File: src/rtl/fifo_pkg.sv
// Shared constants and width helper for the synchronous FIFO slice.
// Pure compile-time content: no latency, no flow control.
package fifo_pkg;

  localparam int FIFO_MODE_STD  = 0;
  localparam int FIFO_MODE_FWFT = 1;

  // Bits needed to encode values 0..n-1, never less than one bit.
  function automatic int fifo_bits(input int n);
    return (n < 2) ? 1 : $clog2(n);
  endfunction

endpackage

File: src/rtl/fifo_ram.sv
// DATA_WIDTH x DEPTH storage: synchronous write, combinational read by address.
// Zero-cycle read path; no flow control, the caller guarantees valid addresses.
module fifo_ram
  import fifo_pkg::*;
#(
  parameter int DATA_WIDTH = 8,
  parameter int DEPTH      = 16,
  parameter int AW         = fifo_bits(DEPTH)
) (
  input  logic                  clk,
  input  logic                  i_wr_en,
  input  logic [AW-1:0]         i_wr_addr,
  input  logic [DATA_WIDTH-1:0] i_wr_data,
  input  logic [AW-1:0]         i_rd_addr,
  output logic [DATA_WIDTH-1:0] o_rd_data
);

  logic [DATA_WIDTH-1:0] r_mem [DEPTH];

  always_ff @(posedge clk) begin
    if (i_wr_en) begin
      r_mem[i_wr_addr] <= i_wr_data;
    end
  end

  assign o_rd_data = r_mem[i_rd_addr];

endmodule

File: src/rtl/fifo_sync_flags.sv
// Single-clock FIFO with count, almost flags, sticky errors; standard (1-cycle) or FWFT read.
// Writes refused while full, reads refused while empty; each refusal sets a sticky error bit.
module fifo_sync_flags
  import fifo_pkg::*;
#(
  parameter int DATA_WIDTH    = 8,
  parameter int DEPTH         = 16,
  parameter int FWFT          = FIFO_MODE_STD,
  parameter int AFULL_THRESH  = DEPTH - 2,
  parameter int AEMPTY_THRESH = 2,
  localparam int CW           = fifo_bits(DEPTH + 1)
) (
  input  logic                  clk,
  input  logic                  reset,
  input  logic                  wr_en,
  input  logic [DATA_WIDTH-1:0] wr_data,
  input  logic                  rd_en,
  output logic [DATA_WIDTH-1:0] rd_data,
  output logic                  rd_valid,
  output logic                  full,
  output logic                  empty,
  output logic                  almost_full,
  output logic                  almost_empty,
  output logic [CW-1:0]         count,
  output logic                  overflow,
  output logic                  underflow,
  input  logic                  clr_err
);

  localparam int            PW       = fifo_bits(DEPTH);
  localparam bit            IS_FWFT  = (FWFT == FIFO_MODE_FWFT);
  localparam logic [CW-1:0] C_DEPTH  = CW'(DEPTH);
  localparam logic [CW-1:0] C_AFULL  = CW'(AFULL_THRESH);
  localparam logic [CW-1:0] C_AEMPTY = CW'(AEMPTY_THRESH);
  localparam logic [PW-1:0] P_LAST   = PW'(DEPTH - 1);

  logic [PW-1:0]         r_wr_ptr;
  logic [PW-1:0]         r_rd_ptr;
  logic [CW-1:0]         r_count;
  logic [DATA_WIDTH-1:0] r_rd_data;
  logic                  r_rd_valid;
  logic                  r_head_vld;
  logic                  r_overflow;
  logic                  r_underflow;

  logic                  w_full;
  logic                  w_empty;
  logic                  w_wr_acc;
  logic                  w_rd_acc;
  logic [CW-1:0]         w_mem_cnt;
  logic                  w_mem_empty;
  logic                  w_head_from_wr;
  logic                  w_mem_wr;
  logic                  w_mem_rd;
  logic [DATA_WIDTH-1:0] w_ram_rd_data;

  // Explicit wrap so non-power-of-two depths never alias.
  function automatic logic [PW-1:0] ptr_inc(input logic [PW-1:0] p);
    return (p == P_LAST) ? '0 : p + PW'(1);
  endfunction

  assign w_full   = (r_count == C_DEPTH);
  assign w_empty  = IS_FWFT ? !r_head_vld : (r_count == '0);
  assign w_wr_acc = wr_en & !w_full;
  assign w_rd_acc = rd_en & !w_empty;

  // In FWFT the head register holds one of the counted words; the rest live in RAM.
  // A write bypasses RAM into the head whenever the head would otherwise be empty.
  always_comb begin
    w_mem_cnt      = r_count - CW'(r_head_vld);
    w_mem_empty    = (w_mem_cnt == '0);
    w_head_from_wr = 1'b0;
    w_mem_wr       = w_wr_acc;
    w_mem_rd       = w_rd_acc;
    if (IS_FWFT) begin
      w_head_from_wr = w_wr_acc & (!r_head_vld | (w_rd_acc & w_mem_empty));
      w_mem_wr       = w_wr_acc & !w_head_from_wr;
      w_mem_rd       = w_rd_acc & !w_mem_empty;
    end
  end

  fifo_ram #(
    .DATA_WIDTH (DATA_WIDTH),
    .DEPTH      (DEPTH),
    .AW         (PW)
  ) u_ram (
    .clk        (clk),
    .i_wr_en    (w_mem_wr),
    .i_wr_addr  (r_wr_ptr),
    .i_wr_data  (wr_data),
    .i_rd_addr  (r_rd_ptr),
    .o_rd_data  (w_ram_rd_data)
  );

  always_ff @(posedge clk) begin
    if (reset) begin
      r_wr_ptr <= '0;
      r_rd_ptr <= '0;
      r_count  <= '0;
    end else begin
      if (w_mem_wr) r_wr_ptr <= ptr_inc(r_wr_ptr);
      if (w_mem_rd) r_rd_ptr <= ptr_inc(r_rd_ptr);
      case ({w_wr_acc, w_rd_acc})
        2'b10:   r_count <= r_count + CW'(1);
        2'b01:   r_count <= r_count - CW'(1);
        default: r_count <= r_count;
      endcase
    end
  end

  always_ff @(posedge clk) begin
    if (reset) begin
      r_rd_data  <= '0;
      r_rd_valid <= 1'b0;
      r_head_vld <= 1'b0;
    end else if (IS_FWFT) begin
      r_rd_valid <= 1'b0;
      if (w_head_from_wr) begin
        r_rd_data  <= wr_data;
        r_head_vld <= 1'b1;
      end else if (w_mem_rd) begin
        r_rd_data  <= w_ram_rd_data;
      end else if (w_rd_acc) begin
        r_head_vld <= 1'b0;
      end
    end else begin
      r_head_vld <= 1'b0;
      r_rd_valid <= w_rd_acc;
      if (w_rd_acc) r_rd_data <= w_ram_rd_data;
    end
  end

  // A fresh error outranks a clear arriving in the same cycle.
  always_ff @(posedge clk) begin
    if (reset) begin
      r_overflow  <= 1'b0;
      r_underflow <= 1'b0;
    end else begin
      if (wr_en & w_full)      r_overflow <= 1'b1;
      else if (clr_err)        r_overflow <= 1'b0;
      if (rd_en & w_empty)     r_underflow <= 1'b1;
      else if (clr_err)        r_underflow <= 1'b0;
    end
  end

  assign rd_data      = r_rd_data;
  assign rd_valid     = IS_FWFT ? r_head_vld : r_rd_valid;
  assign full         = w_full;
  assign empty        = w_empty;
  assign almost_full  = (r_count >= C_AFULL);
  assign almost_empty = (r_count <= C_AEMPTY);
  assign count        = r_count;
  assign overflow     = r_overflow;
  assign underflow    = r_underflow;

endmodule

File: config.mk
export PLATFORM = sky130hd
export DESIGN_NAME = fifo_sync_flags
export DESIGN_NICKNAME = d
export VERILOG_FILES = /design/src/rtl/fifo_pkg.sv /design/src/rtl/fifo_ram.sv /design/src/rtl/fifo_sync_flags.sv
export SDC_FILE = /design/constraint.sdc
export NUM_CORES = 1
export LEC_CHECK = 0
export ABC_CLOCK_PERIOD_IN_PS = 7100
export BUFFER_PORTS_ARGS = -buffer_cell sky130_fd_sc_hd__buf_2
export CORE_ASPECT_RATIO = 1.25
export CORE_MARGIN = 4
export CORE_UTILIZATION = 52
export CTS_CLUSTER_DIAMETER = 100
export DETAILED_ROUTE_END_ITERATION = 16
export GPL_ROUTABILITY_DRIVEN = 0
export PLACE_DENSITY_LB_ADDON = 0.1
export SYNTH_ARGS = -nofsm -noshare
export SYNTH_HDL_FRONTEND = slang
export SYNTH_SLANG_ARGS = --single-unit
export TNS_END_PERCENT = 20
File: constraint.sdc
create_clock -name clk -period 7.1 [get_ports clk]
set_input_delay 1.42 -clock clk [delete_from_list [all_inputs] [get_ports clk]]
set_output_delay 1.42 -clock clk [all_outputs]
set_load 0.02 [all_outputs]
==> results of run 1 <==
==> critical path: cells and delay by family <==
| kind | cells | cell delay [ns] |
|---|---|---|
| XOR/XNOR | 1 | 0.18 |
| AO/OA/AOI/OAI | 5 | 0.95 |
| buffers and inverters | 2 | 0.47 |
| adder cells (fa/ha/maj) | 2 | 0.61 |
==> Yosys cell counts (all sizes together) (2+ instances only) <==
cell    number
a21o         2
a21oi       14
a221o        2
a22oi        3
a311oi       9
a41oi        2
buf         13
clkbuf      11
dfxtp       24
edfxtp     128
ha           9
inv          7
mux2i       27
mux4        24
nand2       13
nand2b       4
nand3        2
nor2        32
nor3         5
nor3b        2
o211ai       2
o21ai        3
o22ai       10
or2          8
or3          2
or3b         2
xor2         4
==> cells by family after synthesis <==
kind of cell	share of synthesized area [%]
buf+inv	2.69
flops	69.0
xor+xnor	0.699
compound gates	7.21
simple gates	5.67
mux	12.9
fa+ha+maj	1.80
==> worst paths after layout <==
path,from,end,cells past startpoint
max,rd_en,count[4]$_SDFFE_PP0P_,10
min,overflow$_SDFFE_PP0P_,overflow$_SDFFE_PP0P_,2
max reg2reg,count[0]$_SDFFE_PP0P_,count[4]$_SDFFE_PP0P_,10
min reg2reg,overflow$_SDFFE_PP0P_,overflow$_SDFFE_PP0P_,2
==> layer usage <==
layer  track usage [%]  share of wire [%]
met5                 0                  0
met4              7.32                1.0
met3              4.08                2.2
met2              31.2                 51
met1              25.2                 46
==> cell type report <==
type,instances,area [um2],area share [%]
flip-flops and latches,152,4330,61.0
multi-input cells,193,1780,25.1
clock buffers,22,454,6.41
well taps,161,201,2.84
repair buffers,37,198,2.79
clock inverters,10,105,1.48
inverters,7,26.3,0.371
==> state kept, by name, summed over array words and instances (netlist names) <==
register / cells
count: 5
overflow: 1
r_rd_ptr: 4
r_wr_ptr: 4
rd_data: 8
rd_valid: 1
u_ram.r_mem: 128
underflow: 1
==> power by group <==
group | switching, mW | leakage [nW] | internal (mW)
sequential | 0.0686 | 1.35 | 1.03
combinational | 0.336 | 0.718 | 0.254
clock | 0.322 | 0.275 | 0.522
total | 0.726 | 2.35 | 1.81
==> per-stage QoR <==
stage / total power [mW] / std cells / hold slack (ns)
final: 2.54 / 582 / 0.519
after global routing: 2.66 / 582 / 0.579
after CTS: 2.56 / 582 / 0.520
after detailed placement: 1.72 / 550 / 0.506
after global placement: 1.70 / 550 / 0.485
after floorplan: 1.58 / 376 / 0.544
==> run summary, run 1 <==
Fin crit share: 46.6%
Leakage Power: 2.35 nW
IO Count: 33
Antenna cells: 0
Longest Clk Path Bufs: 2
Synth-to-layout area growth: 13.1%
Ys Warns: 0
Min Tclk post-route: 3.31 ns
Netlist cell types: 45
Initial core utilization: 53.4%
Remaining Overflow, GRT: 0
Placed standard-cell area: 0.00653 mm2
Share of layout cells above drive strength 1: 27.1%
Pwr dens: 358 mW/mm2
R2R Setup Slk: 3.97 ns
Final core utilization: 60.5%
Largest cells by area after synthesis: edfxtp_1, mux4_2, dfxtp_1
Post-CTS resize count: 0
Worst Path Required: 7.43 ns
H-tree Lvls: 4
Worst path cell trace: buf_2 -> o21ai_4 -> inv_2 -> ha_1 -> xor2_1 -> ha_1 -> a21oi_1 -> a221o_1 -> a2111o_1 -> o2111ai_1
Final Setup Violations: 0
Yosys reg bits: 152
Critical path's largest stage delay: 0.42 ns
CP startpoint kind: input pin
Core area: 0.0117 mm2
1st-iter DRT viols: 180
Post-DR vias/cell: 5.54
EDFF count, synth: 128
DP HPWL: 7.79 mm
Crit-path max FO: 22
Routed Antenna Nets: 0
Initial antenna violation count: 0
Peak supply drop: 0.218 mV
CTS tree: done
Syn Area/Cell: 16.7 um2
Cells after Synth: 376
Fin worst setup slack: 3.79 ns
Max-cap violations: 0
Cell area after layout: 0.00709 mm2
IO Port Bufs: 32
HP Class: flop to flop
First-pass GRT wire length: 19.2 mm
Setup TNS: 0 ns
Clock sink total: 152
Clock Latency Late Sink: 0.41 ns
Clock slew at reported path FFs: 0.06 ns
Die width: 106 um
DR pass1 iterations: 5
Via Count: 3223
Unrepaired setup endpoints after global routing: no
Highest clock rate: 302 MHz
Num CTS Buffers: 17
Row count: 44
Share of flip-flops with an asynchronous set or reset: 0%
DRC viols: 0
Fin nets: 430
Largest net degree at the start of global routing: 29
Most used cell, CP: ha_1
Status: finished, final reports clean
Number of setup buffers added after CTS: 0
CTS Root Cell: clkbuf_16
Hold Buf Count CTS: 0
Drt total wl: 11.9 mm
Slew Limit Fails: 0
Vias in the first global route: 3315
Most frequent cells in the layout: edfxtp_1, nor2_1, buf_2
Actual slew at the worst max-slew pin: 1.07 ns
Post-synth top area cell: edfxtp_1
# fillers: 898
Clk_skew: 0.00672 ns
Routed length per instance: 20.4 um
Post-Place Setup Slack: 3.40 ns
Final hold vios: 0
WS Path Type: input pin to flop
Netlist Area Pre-Place: 0.00627 mm2
Crit path max-delay cell type: ha_1
Post-Syn Nets: 398
Synth Flop Type: edfxtp_1
Commonest non-fill, non-tap cell in the layout: edfxtp_1
CP endpoint kind: flop
Die footprint: 0.0139 mm2
Die Y: 131 um
Headroom to the max-slew limit: 28.3%
Worst Path Arrival: 3.64 ns
Post-synthesis sequential area ratio: 69.0%
Synth top area share: 61.3%
Overall global routing resource usage: 19.0%
Power figures use the tool's default switching activity.
==> inputs of run 2 (changes only) <==
ABC_CLOCK_PERIOD_IN_PS = 2900   (was 7100)
clock period = 2.9 ns   (was 7.1 ns; I/O delays follow)
==> run 2 against run 1 <==
Net effect:
- final cell count rose by 3.3%
- total power rose to 2.5 times the previous value
- setup slack lost 3.6 ns
==> run summary, run 2 (synthesized netlist as in run 1, its figures left out) <==
Commonest non-fill, non-tap cell in the layout: edfxtp_1 (unchanged)
Remaining Overflow, GRT: 0 (unchanged)
Number of setup buffers added after CTS: 0 (unchanged)
Longest Clk Path Bufs: 2 (unchanged)
HP Class: input pin to flop (was flop to flop)
DP HPWL: 7.82 mm (was 7.79 mm)
Max reg flops: 128 (unchanged)
Share of layout cells above drive strength 1: 32.0% (was 27.1%)
Die Y: 131 um (unchanged)
H-tree Lvls: 4 (unchanged)
Pwr dens: 879 mW/mm2 (was 358 mW/mm2)
Unrepaired setup endpoints after global routing: no (unchanged)
Crit-path max FO: 10 (was 22)
Worst path cell trace: or4_4 -> o21ai_4 -> inv_2 -> ha_4 -> xor2_1 -> ha_2 -> a21oi_1 -> a221o_1 -> a2111o_1 -> o2111ai_1 (was buf_2 -> o21ai_4 -> inv_2 -> ha_1 -> xor2_1 -> ha_1 -> a21oi_1 -> a221o_1 -> a2111o_1 -> o2111ai_1)
Highest clock rate: 373 MHz
CTS tree: done (unchanged)
Most frequent cells in the layout: edfxtp_1, nor2_1, buf_2 (unchanged)
Fin crit share: 92.5%
Actual slew at the worst max-slew pin: 1.02 ns (was 1.07 ns)
Clock Latency Late Sink: 0.41 ns (about the same)
Final Setup Violations: 0 (unchanged)
Overall global routing resource usage: 19.3% (was 19.0%)
Post-CTS resize count: 0 (unchanged)
Initial core utilization: 53.4% (unchanged)
IO Count: 33 (unchanged)
Largest net degree at the start of global routing: 29 (unchanged)
Via Count: 3382 (was 3223)
Hold Buf Count CTS: 0 (unchanged)
DR pass1 iterations: 4 (was 5)
Worst path top cell family by delay: compound AO/OA/AOI/OAI gates (unchanged)
WS Path Type: flop to flop (was input pin to flop)
Num CTS Buffers: 17 (unchanged)
Routed length per instance: 20.8 um (was 20.4 um)
Largest Register: u_ram.r_mem (unchanged)
Drt total wl: 12.5 mm (was 11.9 mm)
Die width: 106 um (unchanged)
Worst Path Arrival: 3.01 ns (was 3.64 ns)
Cells after DPL: 569 (was 550)
CP Buf/Inv Count: 1 (was 2)
Hold Path Origin: wr_en (was overflow$_SDFFE_PP0P_)
Slew Limit Fails: 0 (unchanged)
1st-iter DRT viols: 209 (was 180)
CP startpoint: count[0]$_SDFFE_PP0P_ (was rd_en)
Row count: 44 (unchanged)
Initial antenna violation count: 0 (unchanged)
Die footprint: 0.0139 mm2 (unchanged)
Total power: 6.40 mW (was 2.54 mW)
CP endpoint kind: flop (unchanged)
Status: finished, final reports clean (unchanged)
Post-DR vias/cell: 5.63 (was 5.54)
Clk_skew: 0.00872 ns (was 0.00672 ns)
Core area: 0.0117 mm2 (unchanged)
Synth-to-layout area growth: 16.2% (was 13.1%)
Crit path max-delay cell type: or4_4 (was ha_1)
Critical path's largest stage delay: 0.60 ns (was 0.42 ns)
Headroom to the max-slew limit: 32.2% (was 28.3%)
CTS Root Cell: clkbuf_16 (unchanged)
DRC viols: 0 (unchanged)
First-pass GRT wire length: 19.6 mm (was 19.2 mm)
CP startpoint kind: flop (was input pin)
Final hold vios: 0 (unchanged)
Clock sink total: 152 (unchanged)
Final core utilization: 62.1% (was 60.5%)
Vias in the first global route: 3416 (was 3315)
Worst Path Required: 3.23 ns (was 7.43 ns)
Routed Antenna Nets: 0 (unchanged)
Leakage Power: 2.45 nW (was 2.35 nW)
Peak supply drop: 0.530 mV (was 0.218 mV)
IO Port Bufs: 32 (unchanged)
Fin nets: 449 (was 430)
Final Non-Filler Cells: 601 (was 582)
Critical R2R Launch: count[0]$_SDFFE_PP0P_ (unchanged)
Min Tclk post-route: 2.68 ns
Max-cap violations: 0 (unchanged)
Antenna cells: 0 (unchanged)
Setup TNS: 0 ns (unchanged)
Clock slew at reported path FFs: 0.06 ns (about the same)
## run 2: worst paths after layout
check	end	slack, ns	depth (start not counted)
hold / removal	overflow$_SDFFE_PP0P_	0.47	3
setup / recovery	count[4]$_SDFFE_PP0P_	0.22	10
setup reg to reg	count[4]$_SDFFE_PP0P_	0.22	10
hold reg to reg	underflow$_SDFFE_PP0P_	0.52	2
## run 2: where the power goes
part,internal (mW),switching (mW)
registers,2.53,0.189
clock network,1.28,0.883
logic,0.674,0.836
total,4.49,1.91
## run 2: stage by stage
step	hold slack (ns)	worst slack, ns	cell area (um2)
4_1_cts	0.457	0.223	7280
3_3_place_gp	0.490	0.309	6690
3_5_place_dp	0.499	0.231	6690
2_1_floorplan	0.544	0.0491	6300
5_1_grt	0.469	0.0880	7280
6_report	0.466	0.217	7280
## run 2: layout make-up
type,instances,area [um2]
Multi-Input combinational cell,193,1790
Timing Repair Buffer,56,340
Clock buffer,17,425
Inverter,7,26.3
Fill cell,877,4450
Clock inverter,15,166
Tap cell,161,201
Sequential cell,152,4330
## run 2: layer usage
metal	up-vias	routed length [um]	global-route usage (%)
met4	0	176	7.39
met3	10	359	4.18
met1	1733	5490	25.4
met5	-	0	0
met2	60	6480	32.0
li1	1579	-	-
## run 2: worst reg2reg max path, delay by kind of cell (launching register included)
family / cells / cell delay [ns]
flip-flops: 1 / 0.37
AO/OA/AOI/OAI: 5 / 0.99
XOR/XNOR: 1 / 0.17
buffers and inverters: 1 / 0.09
AND/OR/NAND/NOR: 1 / 0.60
adder cells (fa/ha/maj): 2 / 0.40
==> inputs of run 3 (changes only) <==
SYNTH_HIERARCHICAL = 1   (was not set)
==> run 3 against run 2 <==
Net effect:
- sequential share of layout area rose by 0.78 points
- area after synthesis fell by 1.9%
- first-iteration DRC count rose by 42%
- critical path depth fell by 1
- total power rose by 0.15%
- via count fell by 3.7%
- routed wire length fell by 8.6%
- final cell count fell by 2.0%
- global-route usage fell by 1.0 points
- sequential power fell by 3%
- register-to-register slack barely moved
- clock-buffer cell count rose by 4
- critical path type unchanged
- largest power group unchanged
==> run summary, run 3 <==
Synth top area share: 62.5% (was 61.3%)
Number of setup buffers added after CTS: 0 (unchanged)
Row count: 44 (unchanged)
Num CTS Buffers: 17 (unchanged)
# fillers: 869 (was 877)
IO Port Bufs: 32 (unchanged)
Post-DR vias/cell: 5.53 (was 5.63)
Vias in the first global route: 3334 (was 3416)
Sw Pwr: 1.85 mW (was 1.91 mW)
Headroom to the max-slew limit: 61.8% (was 32.2%)
Hold Path Origin: wr_en (unchanged)
EDFF count, synth: 128 (unchanged)
Initial core utilization: 52.9% (was 53.4%)
Die footprint: 0.0136 mm2 (was 0.0139 mm2)
DP HPWL: 7.70 mm (was 7.82 mm)
Leakage Power: 2.49 nW (was 2.45 nW)
Most used cell, CP: a21oi_1
Switching part of the total power: 28.8% (was 29.8%)
Routed length per instance: 19.4 um (was 20.8 um)
Pwr dens: 892 mW/mm2 (was 879 mW/mm2)
Seq pwr share: 41.1% (was 42.5%)
Hold slack final: 0.425 ns (was 0.466 ns)
Most frequent cells in the layout: edfxtp_1, buf_2, nand2_1 (was edfxtp_1, nor2_1, buf_2)
DRC viols: 0 (unchanged)
Worst R2R End: count[4]$_SDFFE_PP0P_ (unchanged)
Met2 WL: 6.13 mm (was 6.48 mm)
Worst path top cell family by delay: simple AND/OR/NAND/NOR gates (was compound AO/OA/AOI/OAI gates)
CP endpoint kind: flop (unchanged)
Largest net degree at the start of global routing: 37 (was 29)
Initial antenna violation count: 0 (unchanged)
Clock sink total: 152 (unchanged)
Highest clock rate: 373 MHz (about the same)
Combinational share of power: 25.5% (was 23.6%)
Critical R2R Launch: count[4]$_SDFFE_PP0P_ (was count[0]$_SDFFE_PP0P_)
Core area: 0.0116 mm2 (was 0.0117 mm2)
Synth Flop Type: edfxtp_1 (unchanged)
Crit path max-delay cell type: or4_2 (was or4_4)
Syn Area/Cell: 17.4 um2 (was 16.7 um2)
First-pass GRT wire length: 18.5 mm (was 19.6 mm)
Longest Clk Path Bufs: 2 (unchanged)
WHS Endpoint: overflow$_SDFFE_PP0P_ (unchanged)
CP Buf/Inv Count: 1 (unchanged)
Setup TNS: 0 ns (unchanged)
Clock Latency Late Sink: 0.41 ns (about the same)
Unrepaired setup endpoints after global routing: no (unchanged)
Synth-to-layout area growth: 16.8% (was 16.2%)
Cell internal pwr: 4.56 mW (was 4.49 mW)
FF-to-FF path depth: 9 (was 10)
Slew Limit Fails: 0 (unchanged)
Worst Path Required: 3.24 ns (was 3.23 ns)
Ys Warns: 6 (was 0)
Final hold vios: 0 (unchanged)
Fin crit share: 92.3% (was 92.5%)
Yosys reg bits: 152 (unchanged)
Drt total wl: 11.4 mm (was 12.5 mm)
Via Count: 3257 (was 3382)
Min Tclk post-route: 2.68 ns (about the same)
Fin nets: 435 (was 449)
Worst path cell trace: or3_4 -> o31ai_4 -> inv_2 -> ha_2 -> fa_1 -> nand3_1 -> a21oi_1 -> or4_2 -> a21oi_1 (was or4_4 -> o21ai_4 -> inv_2 -> ha_4 -> xor2_1 -> ha_2 -> a21oi_1 -> a221o_1 -> a2111o_1 -> o2111ai_1)
Most frequent cell after synthesis: edfxtp_1 (unchanged)
Status: finished, final reports clean (unchanged)
CP Depth: 9 (was 10)
Seq. cell area: 0.00433 mm2 (about the same)
R2R Setup Slk: 0.22 ns (about the same)
Uppermost routed layer: met4 (unchanged)
1st-iter DRT viols: 297 (was 209)
Commonest non-fill, non-tap cell in the layout: edfxtp_1 (unchanged)
CP startpoint kind: flop (unchanged)
Max reg flops: 128 (unchanged)
Final Setup Violations: 0 (unchanged)
Crit-path max FO: 5 (was 10)
Worst Path Arrival: 3.01 ns (about the same)
Routed Antenna Nets: 0 (unchanged)
Clk_skew: 0.00697 ns (was 0.00872 ns)
Peak supply drop: 0.465 mV (was 0.530 mV)
Critical path's largest stage delay: 0.60 ns (about the same)
Cells after Synth: 353 (was 376)
Share of flip-flops with an asynchronous set or reset: 0% (unchanged)
HP Class: input pin to flop (unchanged)
H-tree Lvls: 4 (unchanged)
Die width: 105 um (was 106 um)
Netlist cell types: 47 (was 45)
DR pass1 iterations: 4 (unchanged)
Post-synthesis sequential area ratio: 70.3% (was 69.0%)
Clock slew at reported path FFs: 0.06 ns (about the same)
Post-Syn Nets: 373 (was 398)
Post-synth top area cell: edfxtp_1 (unchanged)
Die Y: 130 um (was 131 um)
IO Count: 33 (unchanged)
Met1 Wirelength: 4.74 mm (was 5.49 mm)
CTS Root Cell: clkbuf_16 (unchanged)
Max-cap violations: 0 (unchanged)
Netlist Area Pre-Place: 0.00615 mm2 (was 0.00627 mm2)
Met3 routed WL: 506 um (was 359 um)
Commonest cells in the synthesized netlist: edfxtp_1, nand2_1, nor2_1 (was edfxtp_1, nor2_1, mux2i_1)
CTS tree: done (unchanged)
Overall global routing resource usage: 18.3% (was 19.3%)
Largest cells by area after synthesis: edfxtp_1, dfxtp_1, mux4_2 (was edfxtp_1, mux4_2, dfxtp_1)
WS Path Type: flop to flop (unchanged)
Clk pwr share: 33.4% (was 33.9%)
Remaining Overflow, GRT: 0 (unchanged)
Largest Register: u_ram/r_mem (was u_ram.r_mem)
Post-CTS resize count: 0 (unchanged)
Antenna cells: 0 (unchanged)
Actual slew at the worst max-slew pin: 0.571 ns (was 1.02 ns)
Share of layout cells above drive strength 1: 28.5% (was 32.0%)
Hold path depth: 3 (unchanged)
Hold Buf Count CTS: 0 (unchanged)
Multi-input gate area: 0.00168 mm2 (was 0.00179 mm2)
==> run 3: layer usage <==
| layer | up-vias | global-route usage [%] |
|---|---|---|
| met2 | 79 | 31.9 |
| li1 | 1538 | - |
| met4 | 0 | 5.33 |
| met5 | - | 0 |
| met1 | 1636 | 22.4 |
| met3 | 4 | 5.33 |
==> run 3: how the worst max path moves through the flow <==
stage                               start  slack (ns)                    end
finish              count[4]$_SDFFE_PP0P_        0.22  count[4]$_SDFFE_PP0P_
global route        count[4]$_SDFFE_PP0P_        0.05  count[4]$_SDFFE_PP0P_
CTS                 count[4]$_SDFFE_PP0P_        0.17  count[4]$_SDFFE_PP0P_
detailed placement  count[4]$_SDFFE_PP0P_        0.19  count[4]$_SDFFE_PP0P_
global placement    count[4]$_SDFFE_PP0P_        0.24  count[4]$_SDFFE_PP0P_
floorplan           count[2]$_SDFFE_PP0P_        0.02  count[4]$_SDFFE_PP0P_
==> run 3: cells by family after synthesis <==
logic type               Yosys count  synth area share, %
multiplexers                      35                 13.1
adder cells (fa/ha/maj)            7                 1.55
XOR/XNOR                           3                0.427
AND/OR/NAND/NOR                   87                 6.65
AO/OA/AOI/OAI                     48                 5.49
buffers and inverters             21                 2.48
flip-flops                       152                 70.3
==> run 3: through the flow <==
step | setup WS (ns) | power (mW) | utilization (%) | cell area [um2] | cells
2_1_floorplan | 0.0154 | 3.88 | - | 6160 | 353
3_3_place_gp | 0.239 | 4.30 | 56.8 | 6590 | 557
3_5_place_dp | 0.191 | 4.33 | 56.8 | 6590 | 557
4_1_cts | 0.167 | 6.46 | 61.8 | 7180 | 589
5_1_grt | 0.0494 | 6.74 | 61.8 | 7180 | 589
6_report | 0.222 | 6.41 | 61.8 | 7180 | 589
==> run 3: tightest hold or removal path, stage by stage <==
cell and delay [ns]:
buf_2 0.09, a21oi_1 0.05, nor2_1 0.08
==> run 3: final cells by class <==
class                      count  area share, %
sequential                   152           60.3
multi-input combinational    180           23.4
inverter                       4          0.209
tap                          161           2.81
timing repair buffer          60           5.16
clock buffer                  21           6.41
clock inverter                11           1.71
==> run 3: power groups by stage <==
stage | Combinational (mW) | Clock (mW) | Sequential, mW
finish | 1.63 | 2.14 | 2.63
global route | 1.79 | 2.29 | 2.66
CTS | 1.65 | 2.18 | 2.64
detailed placement | 1.65 | 0 | 2.68
global placement | 1.62 | 0 | 2.68
floorplan | 1.13 | 0 | 2.75
